**config.mk**
```make
export PLATFORM = sky130hd
export DESIGN_NAME = passcode_lock
export DESIGN_NICKNAME = d
export VERILOG_FILES = /design/src/rtl/passcode_lock.sv
export SDC_FILE = /design/constraint.sdc
export NUM_CORES = 1
export LEC_CHECK = 0
export ABC_AREA = 1
export ABC_CLOCK_PERIOD_IN_PS = 3080
export BUFFER_PORTS_ARGS = -buffer_cell sky130_fd_sc_hd__buf_2
export CORE_MARGIN = 4
export CORE_UTILIZATION = 35
export CTS_BUF_LIST = sky130_fd_sc_hd__clkbuf_4 sky130_fd_sc_hd__clkbuf_8
export CTS_CLUSTER_DIAMETER = 100
export DETAILED_ROUTE_END_ITERATION = 8
export PLACE_DENSITY_LB_ADDON = 0.25
export SYNTH_ARGS = -nofsm -noshare
export SYNTH_HDL_FRONTEND = slang
export SYNTH_SLANG_ARGS = --single-unit
```
**constraint.sdc**
```tcl
create_clock -name clk -period 3.08 [get_ports clk]
set_clock_uncertainty 0.15 [all_clocks]
set_input_delay 0.308 -clock clk [delete_from_list [all_inputs] [get_ports clk]]
set_output_delay 0.308 -clock clk [all_outputs]
set_load 0.1 [all_outputs]
```
**src/rtl/passcode_lock.sv**
```systemverilog
`default_nettype none
// ============================================================================
// Module   : passcode_lock
// Brief    : Keypad passcode lock with failure lockout, idle timeout and
//            in-field passcode reprogramming.
// Revision : 1.0 - initial release
// ============================================================================
module passcode_lock #(
    parameter int                          KEY_W        = 4,
    parameter int                          CODE_LEN     = 4,
    parameter int                          MAX_FAIL     = 3,
    parameter int                          LOCK_CYCLES  = 16,
    parameter int                          TIMEOUT      = 12,
    parameter logic [CODE_LEN*KEY_W-1:0]   DEFAULT_CODE = {CODE_LEN{KEY_W'(5)}}
) (
    input  logic                            clk,
    input  logic                            rst_n,
    input  logic                            key_valid,
    input  logic [KEY_W-1:0]                key,
    input  logic                            lock_req,
    input  logic                            prog_req,
    output logic                            unlock,
    output logic                            err_pulse,
    output logic                            buzz,
    output logic                            locked_out,
    output logic                            prog_done,
    output logic [$clog2(CODE_LEN+1)-1:0]   digit_cnt,
    output logic [$clog2(MAX_FAIL+1)-1:0]   fail_cnt
);

    localparam int c_DIG_W  = $clog2(CODE_LEN + 1);
    localparam int c_FAIL_W = $clog2(MAX_FAIL + 1);
    localparam int c_IDLE_W = $clog2(TIMEOUT + 1);
    localparam int c_LOCK_W = $clog2(LOCK_CYCLES + 1);

    localparam logic [c_DIG_W-1:0]  c_LAST_DIGIT = c_DIG_W'(CODE_LEN - 1);
    localparam logic [c_FAIL_W-1:0] c_FAIL_MAX   = c_FAIL_W'(MAX_FAIL);
    localparam logic [c_FAIL_W-1:0] c_FAIL_LAST  = c_FAIL_W'(MAX_FAIL - 1);
    localparam logic [c_IDLE_W-1:0] c_IDLE_LAST  = c_IDLE_W'(TIMEOUT - 1);
    localparam logic [c_LOCK_W-1:0] c_LOCK_LAST  = c_LOCK_W'(LOCK_CYCLES - 1);

    typedef enum logic [1:0] {
        S_ENTRY    = 2'd0,
        S_UNLOCKED = 2'd1,
        S_PROGRAM  = 2'd2,
        S_LOCKOUT  = 2'd3
    } state_t;

    state_t                      r_state,     w_state_nxt;
    logic [c_DIG_W-1:0]          r_digit_cnt, w_digit_nxt;
    logic [c_FAIL_W-1:0]         r_fail_cnt,  w_fail_nxt;
    logic [c_IDLE_W-1:0]         r_idle,      w_idle_nxt;
    logic [c_LOCK_W-1:0]         r_lock_cnt,  w_lock_nxt;
    logic                        r_mismatch,  w_mis_nxt;
    logic [CODE_LEN*KEY_W-1:0]   r_code,      w_code_nxt;
    logic [CODE_LEN*KEY_W-1:0]   r_shadow,    w_shadow_nxt;
    logic [CODE_LEN*KEY_W-1:0]   w_shadow_wr;
    logic                        w_err_nxt;
    logic                        w_done_nxt;
    logic                        r_unlock;
    logic                        r_err;
    logic                        r_lockout;
    logic                        r_done;
    int                          w_pos;
    logic                        w_digit_bad;
    logic                        w_last;
    logic                        w_timeout;

    assign w_pos       = int'(r_digit_cnt) * KEY_W;
    assign w_digit_bad = (key != r_code[w_pos +: KEY_W]);
    assign w_last      = (r_digit_cnt == c_LAST_DIGIT);
    // Timeout only fires on a cycle with no key; a coincident key wins.
    assign w_timeout   = !key_valid && (r_digit_cnt != '0) && (r_idle == c_IDLE_LAST);

    always_comb begin
        w_shadow_wr             = r_shadow;
        w_shadow_wr[w_pos +: KEY_W] = key;
    end

    always_comb begin
        w_state_nxt  = r_state;
        w_digit_nxt  = r_digit_cnt;
        w_fail_nxt   = r_fail_cnt;
        w_idle_nxt   = r_idle;
        w_lock_nxt   = r_lock_cnt;
        w_mis_nxt    = r_mismatch;
        w_code_nxt   = r_code;
        w_shadow_nxt = r_shadow;
        w_err_nxt    = 1'b0;
        w_done_nxt   = 1'b0;

        case (r_state)
            S_ENTRY: begin
                if (key_valid) begin
                    w_idle_nxt = '0;
                    if (w_last) begin
                        w_digit_nxt = '0;
                        w_mis_nxt   = 1'b0;
                        if (r_mismatch || w_digit_bad) begin
                            w_err_nxt = 1'b1;
                            if (r_fail_cnt >= c_FAIL_LAST) begin
                                w_fail_nxt  = c_FAIL_MAX;
                                w_lock_nxt  = '0;
                                w_state_nxt = S_LOCKOUT;
                            end else begin
                                w_fail_nxt = r_fail_cnt + c_FAIL_W'(1);
                            end
                        end else begin
                            w_fail_nxt  = '0;
                            w_state_nxt = S_UNLOCKED;
                        end
                    end else begin
                        w_digit_nxt = r_digit_cnt + c_DIG_W'(1);
                        w_mis_nxt   = r_mismatch | w_digit_bad;
                    end
                end else if (w_timeout) begin
                    w_digit_nxt = '0;
                    w_mis_nxt   = 1'b0;
                    w_idle_nxt  = '0;
                end else if (r_digit_cnt != '0) begin
                    w_idle_nxt = r_idle + c_IDLE_W'(1);
                end
            end

            S_UNLOCKED: begin
                if (lock_req) begin
                    w_state_nxt = S_ENTRY;
                end else if (prog_req) begin
                    w_state_nxt = S_PROGRAM;
                    w_digit_nxt = '0;
                    w_idle_nxt  = '0;
                end
            end

            S_PROGRAM: begin
                if (key_valid) begin
                    w_idle_nxt   = '0;
                    w_shadow_nxt = w_shadow_wr;
                    if (w_last) begin
                        w_code_nxt  = w_shadow_wr;
                        w_done_nxt  = 1'b1;
                        w_digit_nxt = '0;
                        w_state_nxt = S_UNLOCKED;
                    end else begin
                        w_digit_nxt = r_digit_cnt + c_DIG_W'(1);
                    end
                end else if (w_timeout) begin
                    w_digit_nxt = '0;
                    w_idle_nxt  = '0;
                    w_state_nxt = S_UNLOCKED;
                end else if (r_digit_cnt != '0) begin
                    w_idle_nxt = r_idle + c_IDLE_W'(1);
                end
            end

            S_LOCKOUT: begin
                if (r_lock_cnt == c_LOCK_LAST) begin
                    w_lock_nxt  = '0;
                    w_fail_nxt  = '0;
                    w_digit_nxt = '0;
                    w_state_nxt = S_ENTRY;
                end else begin
                    w_lock_nxt = r_lock_cnt + c_LOCK_W'(1);
                end
            end

            default: w_state_nxt = S_ENTRY;
        endcase
    end

    // Status outputs are registered from the next state so they align with it.
    always_ff @(posedge clk) begin
        if (!rst_n) begin
            r_state     <= S_ENTRY;
            r_digit_cnt <= '0;
            r_fail_cnt  <= '0;
            r_idle      <= '0;
            r_lock_cnt  <= '0;
            r_mismatch  <= 1'b0;
            r_code      <= DEFAULT_CODE;
            r_shadow    <= '0;
            r_unlock    <= 1'b0;
            r_err       <= 1'b0;
            r_lockout   <= 1'b0;
            r_done      <= 1'b0;
        end else begin
            r_state     <= w_state_nxt;
            r_digit_cnt <= w_digit_nxt;
            r_fail_cnt  <= w_fail_nxt;
            r_idle      <= w_idle_nxt;
            r_lock_cnt  <= w_lock_nxt;
            r_mismatch  <= w_mis_nxt;
            r_code      <= w_code_nxt;
            r_shadow    <= w_shadow_nxt;
            r_unlock    <= (w_state_nxt == S_UNLOCKED) || (w_state_nxt == S_PROGRAM);
            r_err       <= w_err_nxt;
            r_lockout   <= (w_state_nxt == S_LOCKOUT);
            r_done      <= w_done_nxt;
        end
    end

    assign unlock     = r_unlock;
    assign err_pulse  = r_err;
    assign buzz       = r_lockout;
    assign locked_out = r_lockout;
    assign prog_done  = r_done;
    assign digit_cnt  = r_digit_cnt;
    assign fail_cnt   = r_fail_cnt;

endmodule
`default_nettype wire

```
# --- Yosys cells after proc, flatten, opt, wreduce, memory -nomap -nowiden ---
# Cells that the tools add are included.
# W data, S select, Z words.
op_classes:
  addsub: 5
  order_cmp: 1
  eq_ne: 19
  shift: 3
  n_mux: 42
  bitwise: 1
  n_reduce_logical: 20
op_table:
  columns: ["operator", "n"]
  rows:
  - ["$neg A5 Y33", 1]
  - ["$shift A4 B33 Y16 const A", 1]
  - ["$shiftx A4 B33 Y16", 1]
  - ["$mux W2", 15]
  - ["$mux W5", 5]
  - ["$mux W4", 5]
  - ["$mux W3", 6]
  - ["$bwmux W16", 1]
  - ["$reduce_and A4 Y1", 4]
  - ["$shiftx A16 B6 Y4", 1]
  - ["$ne A2 B2 Y1 const B", 7]
  - ["$pmux W5 S2", 1]
  - ["$pmux W3 S3", 1]
  - ["$eq A2 B2 Y1 const B", 4]
  - ["$pmux W2 S4", 1]
  - ["$pmux W4 S2", 1]
  - ["$reduce_and A3 Y1", 2]
  - ["$reduce_bool A2 Y1", 3]
  - ["$add A5 B1 Y5 const B", 1]
  - ["$eq A5 B4 Y1 const B", 1]
  - ["$mux W1", 5]
  - ["$reduce_and A5 Y1", 1]
  - ["$add A4 B1 Y4 const B", 1]
  - ["$eq A2 B1 Y1 const B", 2]
  - ["other kinds (17)", 20]
totals:
  reg_bits: 53
  output_inout_bits: 10
  elab_cells: 103

# --- Depth between registers and ports, before layout ---
# Gate-level depths: netlist of run 1.
logic_depth:
  word_depth: 9
  ltp_mapped: 16
  ltp_nobuf: 15

# --- Least setup slack after synthesis of run 1 ---
# OpenSTA, ideal clock, no wires.
synth_path:
  kind: "register to register"
  from: "reg r_digit_cnt[0] (netlist: digit_cnt[0])"
  to: "reg r_unlock (netlist: unlock)"
  setup_time_ns: 0.110
  arrival_ns: 2.603
  required_ns: 2.820
  setup_slack_ns: 0.218
  path_stages_with_launch: 16
  path_cell_list: "dfxtp_1 -> inv_2 -> buf_6 -> ha_1 -> ha_1 -> inv_1 -> nand3_1 -> nand2_1 -> inv_1 -> nor2_1 -> o21ai_0 -> inv_1 -> nand2_1 -> ha_1 -> nand2_1 -> inv_1"
synth_between:
  elab_chain_cells: 9
  elab_cells_between_ends: 17
  classes_between: "eq/ne: 4; shift: 1; mux: 7; reduce/logical: 5"
synth_rtl:
  columns: ["item", "line_no", "text"]
  rows:
  - ["from (decl)", "50", "logic [c_DIG_W-1:0] r_digit_cnt, w_digit_nxt;"]
  - ["from (signal assigned)", "188", "r_digit_cnt <= w_digit_nxt;"]
  - ["$shiftx A16 B6 Y4", "70", "assign w_digit_bad = (key != r_code[w_pos +: KEY_W]);"]
  - ["$ne A4 B4 Y1", "70", null]
  - ["$logic_or A1 B1 Y1", "99", "if (r_mismatch || w_digit_bad) begin"]
  - ["$mux W2", "99", null]
  - ["$mux W2", "96", "if (w_last) begin"]
  - ["$mux W2", "94", "if (key_valid) begin"]
  - ["$pmux W2 S4 *", "92", "case (r_state)"]
  - ["named net w_state_nxt[1]", "49", "state_t r_state, w_state_nxt;"]
  - ["$eq A2 B1 Y1 or $eq A2 B2 Y1 (tied branches)", "195", "r_unlock <= (w_state_nxt == S_UNLOCKED) || (w_state_nxt == S_PROGRAM);"]
  - ["$logic_or A1 B1 Y1 *", "195", null]
  - ["to (signal assigned)", "195", null]
  - ["to (decl)", "60", "logic r_unlock;"]
# Mark *: on every way through the listed nets, which the timed path passes. The rest lies on a longest branch.
# A chain may end at the register's enable or synchronous reset.

# --- Worst setup path in the final report of run 1 ---
layout_path:
  from: "reg r_digit_cnt[1] (netlist: digit_cnt[1])"
  to: "reg r_unlock (netlist: unlock)"
# Same word-level chain as after synthesis.

==> results of run 1 <==
[state kept, by name (all words and copies together), names as in the netlist, 2 cells and up]
name and count:
digit_cnt 3, r_code 16, r_state 2, r_lock_cnt 5, fail_cnt 2, r_idle 4, r_shadow 16
[Yosys cell counts (2+ instances only)]
cell type | number | area share, %
o21ai_1 | 8 | 1.4
inv_2 | 9 | 1.2
a21oi_1 | 32 | 5.8
nor2_4 | 3 | 1.2
inv_1 | 78 | 11
nor2_2 | 3 | 0.68
or2_2 | 2 | 0.45
xor2_1 | 2 | 0.63
o211ai_1 | 9 | 2.4
a211oi_1 | 5 | 1.4
buf_4 | 2 | 0.54
nor3_1 | 5 | 0.90
nand3_1 | 20 | 3.6
buf_6 | 2 | 0.81
o21bai_1 | 4 | 1.1
o21ai_0 | 22 | 4.0
nand3_2 | 3 | 1.1
o22ai_1 | 12 | 2.7
clkbuf_1 | 5 | 0.68
buf_2 | 4 | 0.72
nand4_1 | 3 | 0.68
dfxtp_1 | 53 | 38
ha_1 | 8 | 3.6
nand2_2 | 5 | 1.1
nor2_1 | 21 | 2.8
nand2_1 | 64 | 8.7
[cell type report]
class / instances / area share [%]
clock buffers: 6 / 2.732
flip-flops and latches: 53 / 35.10
clock inverters: 2 / 0.4553
repair buffers: 20 / 3.477
inverters: 87 / 10.80
multi-input cells: 238 / 43.21
well taps: 102 / 4.222
[path summary, 6_finish.rpt]
check	start	to	slack, ns	cells after the start
min	key_valid	r_idle[1]	0.21	4
max	digit_cnt[1]	unlock	0.82	14
min reg2reg	r_code[7]	r_code[7]	0.32	2
max reg2reg	digit_cnt[1]	unlock	0.82	14
[report_power, final]
group | total (µW) | internal [µW] | switching [µW] | leakage [µW]
registers | 695 | 690 | 4.98 | 0.000428
logic | 140 | 38.3 | 102 | 0.00103
clock network | 421 | 183 | 238 | 0.0000512
[through the flow]
| step | area [µm²] | power [µW] |
|---|---|---|
| floorplan | 2774 | 816.9 |
| global placement | 2927 | 849.5 |
| detailed placement | 2927 | 851.0 |
| CTS | 3023 | 1270 |
| global route | 3023 | 1310 |
| finish | 3023 | 1256 |
[critical path: cells and delay by family, from the launching register on]
family,cells,cell delay [ns]
fa+ha+maj,3,0.68
flops,1,0.46
simple gates,5,0.46
buf+inv,5,0.34
compound gates,1,0.09
[cells by family (layout without fill, tap and decap cells)]
family / count (synthesis) / in the layout / share of synthesized area, %
and+or+nand+nor: 133 / 133 / 23.23
AOI/OAI and AO/OA: 95 / 95 / 19.62
xor gates and xnor gates: 2 / 2 / 0.6316
buffers and inverters: 101 / 115 / 14.66
adders and majority gates: 8 / 8 / 3.609
DFF: 53 / 53 / 38.25
[routing by layer]
metal	wire length (µm)	vias up	GRT usage, %
met2	2823	38	21.13
met1	3107	1107	19.20
met5	0	-	0
li1	-	1275	-
met4	82	0	4.644
met3	243	6	2.668
==> impl_metrics.env, run 1 <==
export IMPL_antenna_found_initial=0
export IMPL_setup_viol_count_final=0
export IMPL_synth_edf_count=0
export IMPL_maxSlewViolCount=0
export IMPL_rsz0062_at_grt="false"
export IMPL_first_global_vias=2234
export IMPL_start_util_pct=35.90
export IMPL_routed_wl_um=6256
export IMPL_hold_class="in -> reg"
export IMPL_io_pin_count=19
export IMPL_clk_latency_ns=0.31
export IMPL_clock_sinks=53
export IMPL_portBuffers=18
export IMPL_core_um2=7727
export IMPL_ant_nets=0
export IMPL_clockBufferDepth=2
export IMPL_multiInputGateArea_um2=1306
export IMPL_final_cell_mix="inv_1, nand2_1, dfxtp_1"
export IMPL_endpoint_kind="flop"
export IMPL_ctsHoldBuffers=0
export IMPL_synth_ff_type="dfxtp_1"
export IMPL_nFillCells=827
export IMPL_die_h_um=97.03
export IMPL_wl_per_cell_um=12.31
export IMPL_fin_nets=422
export IMPL_syn_inst=392
export IMPL_grt_ovfl_total=0
export IMPL_hpwl_um=4579
export IMPL_fin_cells=508
export IMPL_crit_chain="inv_2 -> ha_1 -> ha_1 -> inv_1 -> nand3_1 -> nand2_1 -> inv_1 -> nor2_1 -> o21ai_0 -> inv_1 -> nand2_1 -> ha_1 -> nand2_1 -> inv_1"
export IMPL_place_inst=500
export IMPL_ir_worst_vdd_v=0.0001518
export IMPL_utilization_pct=39.12
export IMPL_dr_first_iter_drc_count=95
export IMPL_grt_pass1_wl_um=10810
export IMPL_syn_nets=409
export IMPL_crit_path_start_kind="flop"
export IMPL_synth_seq_cells=53
export IMPL_n_antenna_cell=0
export IMPL_drv_cap=0
export IMPL_pre_cts_slack_ns=0.8289
export IMPL_post_cts_buffers=0
export IMPL_firstDrtPassIters=5
export IMPL_global_route_usage_total_pct=13.73
export IMPL_max_freq_mhz=442.6
export IMPL_regArea_um2=1061
export IMPL_htree_levels=2
export IMPL_setup_tns_ns=0
export IMPL_grt_max_degree=34
export IMPL_placementRows=32
export IMPL_cp_arrival_ns=2.33
export IMPL_worst_pin_slew_ns=1.109
export IMPL_cts_root_buf="clkbuf_8"
export IMPL_crit_path_max_incr_delay_ns=0.46
export IMPL_power_per_cell_area_nw_per_um2=415.4
export IMPL_syn_avg_cell_area_um2=7.076
export IMPL_timing_final_crit_share_pct=73.36
export IMPL_cts_resized=0
export IMPL_p_leak_uw=0.001506
export IMPL_ys_warn_count=0
export IMPL_vias=2426
export IMPL_numCtsBuffers=5
export IMPL_drc_errors=0
export IMPL_syn_to_final_growth_pct=8.976
export IMPL_finalHoldViolCount=0
export IMPL_via_per_inst=4.776
export IMPL_finalWorstSetupSlack_ns=0.8205
export IMPL_netlist_cell_type_count=34
export IMPL_maxSlewHeadroom_pct=25.99
export IMPL_cts_clk_slew_worst_paths_ns=0.10
export IMPL_syn_area_um2=2774
export IMPL_drive_above_1_share_pct=13.79
export IMPL_cts_tree="yes"
export IMPL_async_flop_share_pct=0
export IMPL_die_area_um2=9414
export IMPL_cpMaxStageDelayCell="dfxtp_1"
export IMPL_holdWs_ns=0.2090
export IMPL_worstSetupPathType="reg -> reg"
export IMPL_place_gp_congestion=0.7992
export IMPL_cp_required_ns=3.15
export IMPL_layout_commonest_cell="inv_1"
export IMPL_cp_common_cell="inv_1"
export IMPL_ys_seq_area_share_pct=38.25
export IMPL_worst_path_max_fanout=6
export IMPL_period_minus_slack_ns=2.260
export IMPL_die_w_um=97.03
export IMPL_status="completed"
(Power assumes the default switching activity.)
==> inputs of run 2 (changes only) <==
Settings changed: ABC_CLOCK_PERIOD_IN_PS 3080 to 1830.
Clock period 3.08 ns to 1.83 ns, I/O delays scaled along.
==> run 2 against run 1 <==
  * Sequential power up 68%
  * Critical endpoint unchanged
  * Cell count up 9.1%
  * Via count up 8.6%
  * First-iteration DRC count down 7.4%
  * The flow now finishes with violations (setup timing)
  * Wire length up 16%
  * Power up 83%
  * Sequential share of layout area down 7.7 points
  * Sequential cell count unchanged
  * Core utilization up 12 points
==> impl_metrics.env, run 2 (same netlist as run 1, synthesis figures left out) <==
export IMPL_cts_tree="yes"
export IMPL_io_pin_count=19
export IMPL_p_seq_share_pct=50.8
export IMPL_cp_required_ns=1.90
export IMPL_switching_share_pct=28.25
export IMPL_cp_depth=14
export IMPL_maxSlewHeadroom_pct=67.27
export IMPL_clock_power_share_pct=31.4
export IMPL_crit_path_max_incr_delay_ns=0.40
export IMPL_place_gp_congestion=0.7914
export IMPL_finalInstanceArea_um2=3915
export IMPL_cpMaxStageDelayCell="dfxtp_4"
export IMPL_antenna_found_initial=0
export IMPL_maxSlewViolCount=0
export IMPL_start_util_pct=35.90
export IMPL_place_inst=535
export IMPL_cts_root_buf="clkbuf_8"
export IMPL_ctsHoldBuffers=0
export IMPL_multiInputGateArea_um2=1739
export IMPL_finalHoldViolCount=0
export IMPL_numCtsBuffers=5
export IMPL_die_w_um=97.03
export IMPL_crit_chain="inv_4 -> ha_4 -> ha_4 -> inv_2 -> nand3_2 -> nand2_2 -> inv_2 -> nor2_4 -> o21ai_2 -> inv_1 -> nand2_1 -> ha_1 -> nand2_1 -> inv_1"
export IMPL_endpoint_kind="flop"
export IMPL_grt_max_degree=29
export IMPL_routed_wl_um=7239
export IMPL_grt_ovfl_total=0
export IMPL_layout_commonest_cell="inv_1"
export IMPL_finalWorstSetupSlack_ns=-0.1078
export IMPL_period_minus_slack_ns=1.938
export IMPL_regArea_um2=1074
export IMPL_wl_per_cell_um=13.07
export IMPL_violations="setup timing"
export IMPL_global_route_usage_total_pct=15.28
export IMPL_regToRegStartpoint="digit_cnt[0]"
export IMPL_clk_latency_ns=0.31
export IMPL_firstDrtPassIters=4
export IMPL_ir_worst_vdd_v=0.0002881
export IMPL_crit_family="adder cells"
export IMPL_switching_power_uw=649.5
export IMPL_first_global_vias=2525
export IMPL_power_per_cell_area_nw_per_um2=587.2
export IMPL_drv_cap=0
export IMPL_dr_first_iter_drc_count=88
export IMPL_p_int_uw=1649
export IMPL_pwr_share_comb_pct=17.8
export IMPL_crit_start="digit_cnt[0]"
export IMPL_crit_path_start_kind="flop"
export IMPL_htree_levels=2
export IMPL_grt_pass1_wl_um=11960
export IMPL_core_um2=7727
export IMPL_vias=2634
export IMPL_top_regs="r_code: 16 flops, r_shadow: 16 flops, r_lock_cnt: 5 flops"
export IMPL_nFillCells=757
export IMPL_placementRows=32
export IMPL_status="finished with violations"
export IMPL_hold_class="in -> reg"
export IMPL_final_cell_mix="inv_1, nand2_1, dfxtp_1"
export IMPL_die_area_um2=9414
export IMPL_timing_final_crit_share_pct=105.9
export IMPL_crit_buf_inv=5
export IMPL_rsz0062_at_grt="true"
export IMPL_drive_above_1_share_pct=40.04
export IMPL_syn_to_final_growth_pct=41.14
export IMPL_setup_viol_count_final=10
export IMPL_portBuffers=18
export IMPL_worstSetupPathType="reg -> reg"
export IMPL_setup_worst_path_end="unlock"
export IMPL_p_leak_uw=0.001837
export IMPL_fin_cells=554
export IMPL_max_freq_mhz=516.0
export IMPL_clock_sinks=53
export IMPL_ant_nets=0
export IMPL_cp_arrival_ns=2.00
export IMPL_hpwl_um=5050
export IMPL_reg2regPathDepth=14
export IMPL_worst_path_max_fanout=4
export IMPL_r2r_slack_ns=-0.11
export IMPL_placed_area_um2=3354
export IMPL_worst_pin_slew_ns=0.4944
export IMPL_fin_nets=468
export IMPL_r2r_end="unlock"
export IMPL_utilization_pct=50.66
export IMPL_n_antenna_cell=0
export IMPL_die_h_um=97.03
export IMPL_hold_depth=5
export IMPL_via_per_inst=4.755
export IMPL_drc_errors=0
export IMPL_clockBufferDepth=2
export IMPL_cts_clk_slew_worst_paths_ns=0.10
-- run 2: cell type report --
class / instances / area share [%]
Multi-Input combinational cell: 238 / 44.42
Sequential cell: 53 / 27.42
Timing Repair Buffer: 66 / 13.71
Inverter: 87 / 8.725
Tap cell: 102 / 3.260
Clock buffer: 7 / 2.301
Clock inverter: 1 / 0.1598
-- run 2: metrics by stage --
stage | hold WS (ns) | setup TNS [ns] | worst slack (ns) | total power [µW]
6_report | 0.1261 | -0.3481 | -0.1078 | 2299
5_1_grt | 0.1233 | -2.781 | -0.2590 | 2416
4_1_cts | 0.1055 | -1.041 | -0.1342 | 2262
3_5_place_dp | 0.3035 | -1.565 | -0.2027 | 1505
3_3_place_gp | 0.2992 | -0.7687 | -0.1624 | 1502
2_1_floorplan | 0.2405 | -5.693 | -0.3884 | 1397
-- run 2: how the worst min path moves through the flow --
stage / startpoint / end / slack, ns
after CTS: key_valid / digit_cnt[0] / 0.11
final: key_valid / digit_cnt[0] / 0.13
after detailed placement: r_code[11] / r_code[11] / 0.30
after floorplan: key_valid / r_idle[1] / 0.24
after global routing: key_valid / digit_cnt[0] / 0.12
after global placement: r_code[11] / r_code[11] / 0.30
-- run 2: tightest hold or removal path, cell delays in order --
cell and delay (ns):
buf_2 0.12, inv_2 0.08, nor2_2 0.05, nand2_1 0.05
a21oi_1 0.06
-- run 2: power groups by stage --
stage / logic (µW) / registers (µW) / clock network [µW]
detailed placement: 311 / 1190 / 0
global placement: 309 / 1190 / 0
finish: 409 / 1170 / 722
CTS: 336 / 1170 / 758
floorplan: 176 / 1220 / 0
global route: 440 / 1170 / 807
-- run 2: timing repair --
item,4_1_cts,5_1_grt
endpoints found under the hold margin,0,0
gates resized for setup,20,74
endpoints found under the setup margin,25,38
buffers inserted,7,7
pin swaps,12,19
-- run 2: metal layers --
metal / global-route usage (%) / up-vias / routed length (µm) / share of wire, %
met2: 25.58 / 29 / 3481 / 48
li1: - / 1378 / - / -
met4: 4.428 / 0 / 110 / 1.5
met5: 0 / - / 0 / 0
met1: 19.96 / 1220 / 3458 / 48
met3: 2.956 / 7 / 189 / 2.6
==> inputs of run 3 (changes only) <==
--- a/config.mk
+++ b/config.mk
@@ -11,8 +11,9 @@
 export CORE_MARGIN = 4
 export CORE_UTILIZATION = 35
-export CTS_BUF_LIST = sky130_fd_sc_hd__clkbuf_4 sky130_fd_sc_hd__clkbuf_8
+export CTS_BUF_LIST = sky130_fd_sc_hd__clkbuf_8
 export CTS_CLUSTER_DIAMETER = 100
 export DETAILED_ROUTE_END_ITERATION = 8
 export PLACE_DENSITY_LB_ADDON = 0.25
+export SETUP_SLACK_MARGIN = 0.02
 export SYNTH_ARGS = -nofsm -noshare
 export SYNTH_HDL_FRONTEND = slang
==> constraint.sdc (replaced) <==
create_clock -name clk -period 1.83 [get_ports clk]
set_clock_uncertainty 0.15 [all_clocks]
set_input_delay 0.2745 -clock clk [delete_from_list [all_inputs] [get_ports clk]]
set_output_delay 0.2745 -clock clk [all_outputs]
set_load 0.1 [all_outputs]
==> run 3 against run 2 <==
  * The flow still finishes with violations (setup timing)
  * Sequential share of layout area down 0.39 points
  * Worst setup slack worse by 0.034 ns
  * Final area up 1.4%
  * Worst hold slack better by 0.024 ns
  * Wire length up 3.4%
  * Global-route usage about the same
  * Register-to-register slack worse by 0.03 ns
  * Maximum frequency down 1.7%
  * Critical endpoint unchanged
==> impl_metrics.env, run 3 (same netlist as run 1, synthesis figures left out) <==
export IMPL_status="finished with violations"
export IMPL_violations="setup timing"
export IMPL_dr_first_iter_drc_count=43
export IMPL_final_cell_mix="inv_1, nand2_1, dfxtp_1"
export IMPL_layout_commonest_cell="inv_1"
export IMPL_crit_path_max_incr_delay_ns=0.40
export IMPL_setup_viol_count_final=21
export IMPL_htree_levels=2
export IMPL_core_um2=7727
export IMPL_die_w_um=97.03
export IMPL_regToRegStartpoint="digit_cnt[1]"
export IMPL_maxSlewViolCount=0
export IMPL_cts_clk_slew_worst_paths_ns=0.09
export IMPL_portBuffers=18
export IMPL_global_route_usage_total_pct=15.30
export IMPL_first_global_vias=2540
export IMPL_die_h_um=97.03
export IMPL_routed_wl_um=7486
export IMPL_period_minus_slack_ns=1.972
export IMPL_hpwl_um=5122
export IMPL_worstSetupPathType="reg -> reg"
export IMPL_place_gp_congestion=0.8071
export IMPL_clockBufferDepth=2
export IMPL_numCtsBuffers=5
export IMPL_n_antenna_cell=0
export IMPL_placementRows=32
export IMPL_ant_nets=0
export IMPL_syn_to_final_growth_pct=43.17
export IMPL_top_regs="r_code: 16 flops, r_shadow: 16 flops, r_lock_cnt: 5 flops"
export IMPL_multiInputGateArea_um2=1743
export IMPL_grt_busiest_layer="met2"
export IMPL_fin_nets=478
export IMPL_worst_pin_slew_ns=0.4872
export IMPL_drc_errors=0
export IMPL_place_inst=538
export IMPL_crit_path_start_kind="flop"
export IMPL_grt_pass1_wl_um=11960
export IMPL_wl_per_cell_um=13.27
export IMPL_clock_sinks=53
export IMPL_cts_tree="yes"
export IMPL_firstDrtPassIters=4
export IMPL_die_area_um2=9414
export IMPL_finalHoldViolCount=0
export IMPL_io_pin_count=19
export IMPL_drv_cap=0
export IMPL_grtUsageMet2_pct=26.70
export IMPL_hold_depth=3
export IMPL_endpoint_kind="flop"
export IMPL_finalWorstSetupSlack_ns=-0.1420
export IMPL_regArea_um2=1074
export IMPL_cp_arrival_ns=2.03
export IMPL_r2r_slack_ns=-0.14
export IMPL_grt_max_degree=29
export IMPL_use_met3_pct=2.884
export IMPL_reg2regPathDepth=13
export IMPL_pre_cts_slack_ns=-0.1923
export IMPL_crit_chain="inv_4 -> buf_6 -> nor2_4 -> nand3_2 -> nand3_2 -> nand2_2 -> nor2_4 -> nand3_4 -> nand2_4 -> nand2_4 -> ha_4 -> nand2_2 -> inv_2"
export IMPL_hold_start="rst_n"
export IMPL_antenna_found_initial=0
export IMPL_min_to="unlock"
export IMPL_power_per_cell_area_nw_per_um2=568.5
export IMPL_nFillCells=740
export IMPL_hold_class="in -> reg"
export IMPL_clk_latency_ns=0.31
export IMPL_met1_usage_pct=19.50
export IMPL_via_per_inst=4.872
export IMPL_r2r_end="unlock"
export IMPL_cts_root_buf="clkbuf_8"
export IMPL_drive_above_1_share_pct=41.56
export IMPL_ctsHoldBuffers=0
export IMPL_setup_tns_ns=-0.8456
export IMPL_grt_ovfl_total=0
export IMPL_cpMaxStageDelayCell="dfxtp_4"
export IMPL_maxSlewHeadroom_pct=67.74
export IMPL_ir_worst_vdd_v=0.0002843
export IMPL_timing_final_crit_share_pct=107.8
export IMPL_fin_cells=564
export IMPL_p_leak_uw=0.001845
export IMPL_rsz0062_at_grt="true"
export IMPL_cp_required_ns=1.89
export IMPL_max_freq_mhz=507.1
export IMPL_vias=2748
export IMPL_worst_path_max_fanout=4
export IMPL_start_util_pct=35.90
-- run 3: cell count changes in the layout (fill, tap and decap cells not counted), sizes merged --
cell / before / now
inv: 88 / 89
clkbuf: 7 / 6
buf: 66 / 76
-- run 3: area by class of cell --
type / instances / area share [%]
Multi-Input combinational cell: 238 / 43.89
Inverter: 87 / 8.475
Clock inverter: 2 / 0.2520
Sequential cell: 53 / 27.03
Clock buffer: 6 / 2.079
Timing Repair Buffer: 76 / 15.06
Tap cell: 102 / 3.214
-- run 3: how the worst max path moves through the flow --
stage	start	end	cells after the start
floorplan	digit_cnt[0]	unlock	15
global placement	digit_cnt[1]	unlock	15
detailed placement	digit_cnt[1]	unlock	15
CTS	digit_cnt[1]	unlock	15
global route	digit_cnt[1]	unlock	13
finish	digit_cnt[1]	unlock	13
-- run 3: stage by stage --
step                      total power (µW)  util, %  hold slack, ns  cell area [µm²]
after CTS                             2233    47.52          0.1445             3672
after detailed placement              1507    43.54          0.2989             3364
final                                 2258    51.39          0.1502             3971
after floorplan                       1397        -          0.2853             2914
after global routing                  2359    51.39          0.1505             3971
after global placement                1505    43.54          0.3026             3364
-- run 3: layer usage --
metal | part of all wire (%) | up-vias
met5 | 0 | -
met4 | 1.3 | 0
met3 | 2.4 | 8
met2 | 51 | 31
met1 | 45 | 1311
li1 | - | 1398
-- run 3: repair_timing --
item / 4_1_cts / 5_1_grt
setup buffers: 13 / 5
pin swaps: 16 / 35
setup endpoints to repair: 27 / 44
resized for setup: 28 / 65
-- run 3: critical path, delay by kind of cell, from the launching register on --
kind          cells  cell delay, ns
simple gates      9            0.92
fa+ha+maj         1            0.23
flops             1            0.40
buf+inv           3            0.19
-- run 3: power breakdown --
group	internal, µW	total [µW]	switching (µW)	leakage [µW]
Combinational	149	385	236	0.00136
Clock	305	704	400	0.0000529
Sequential	1160	1170	8.84	0.000431
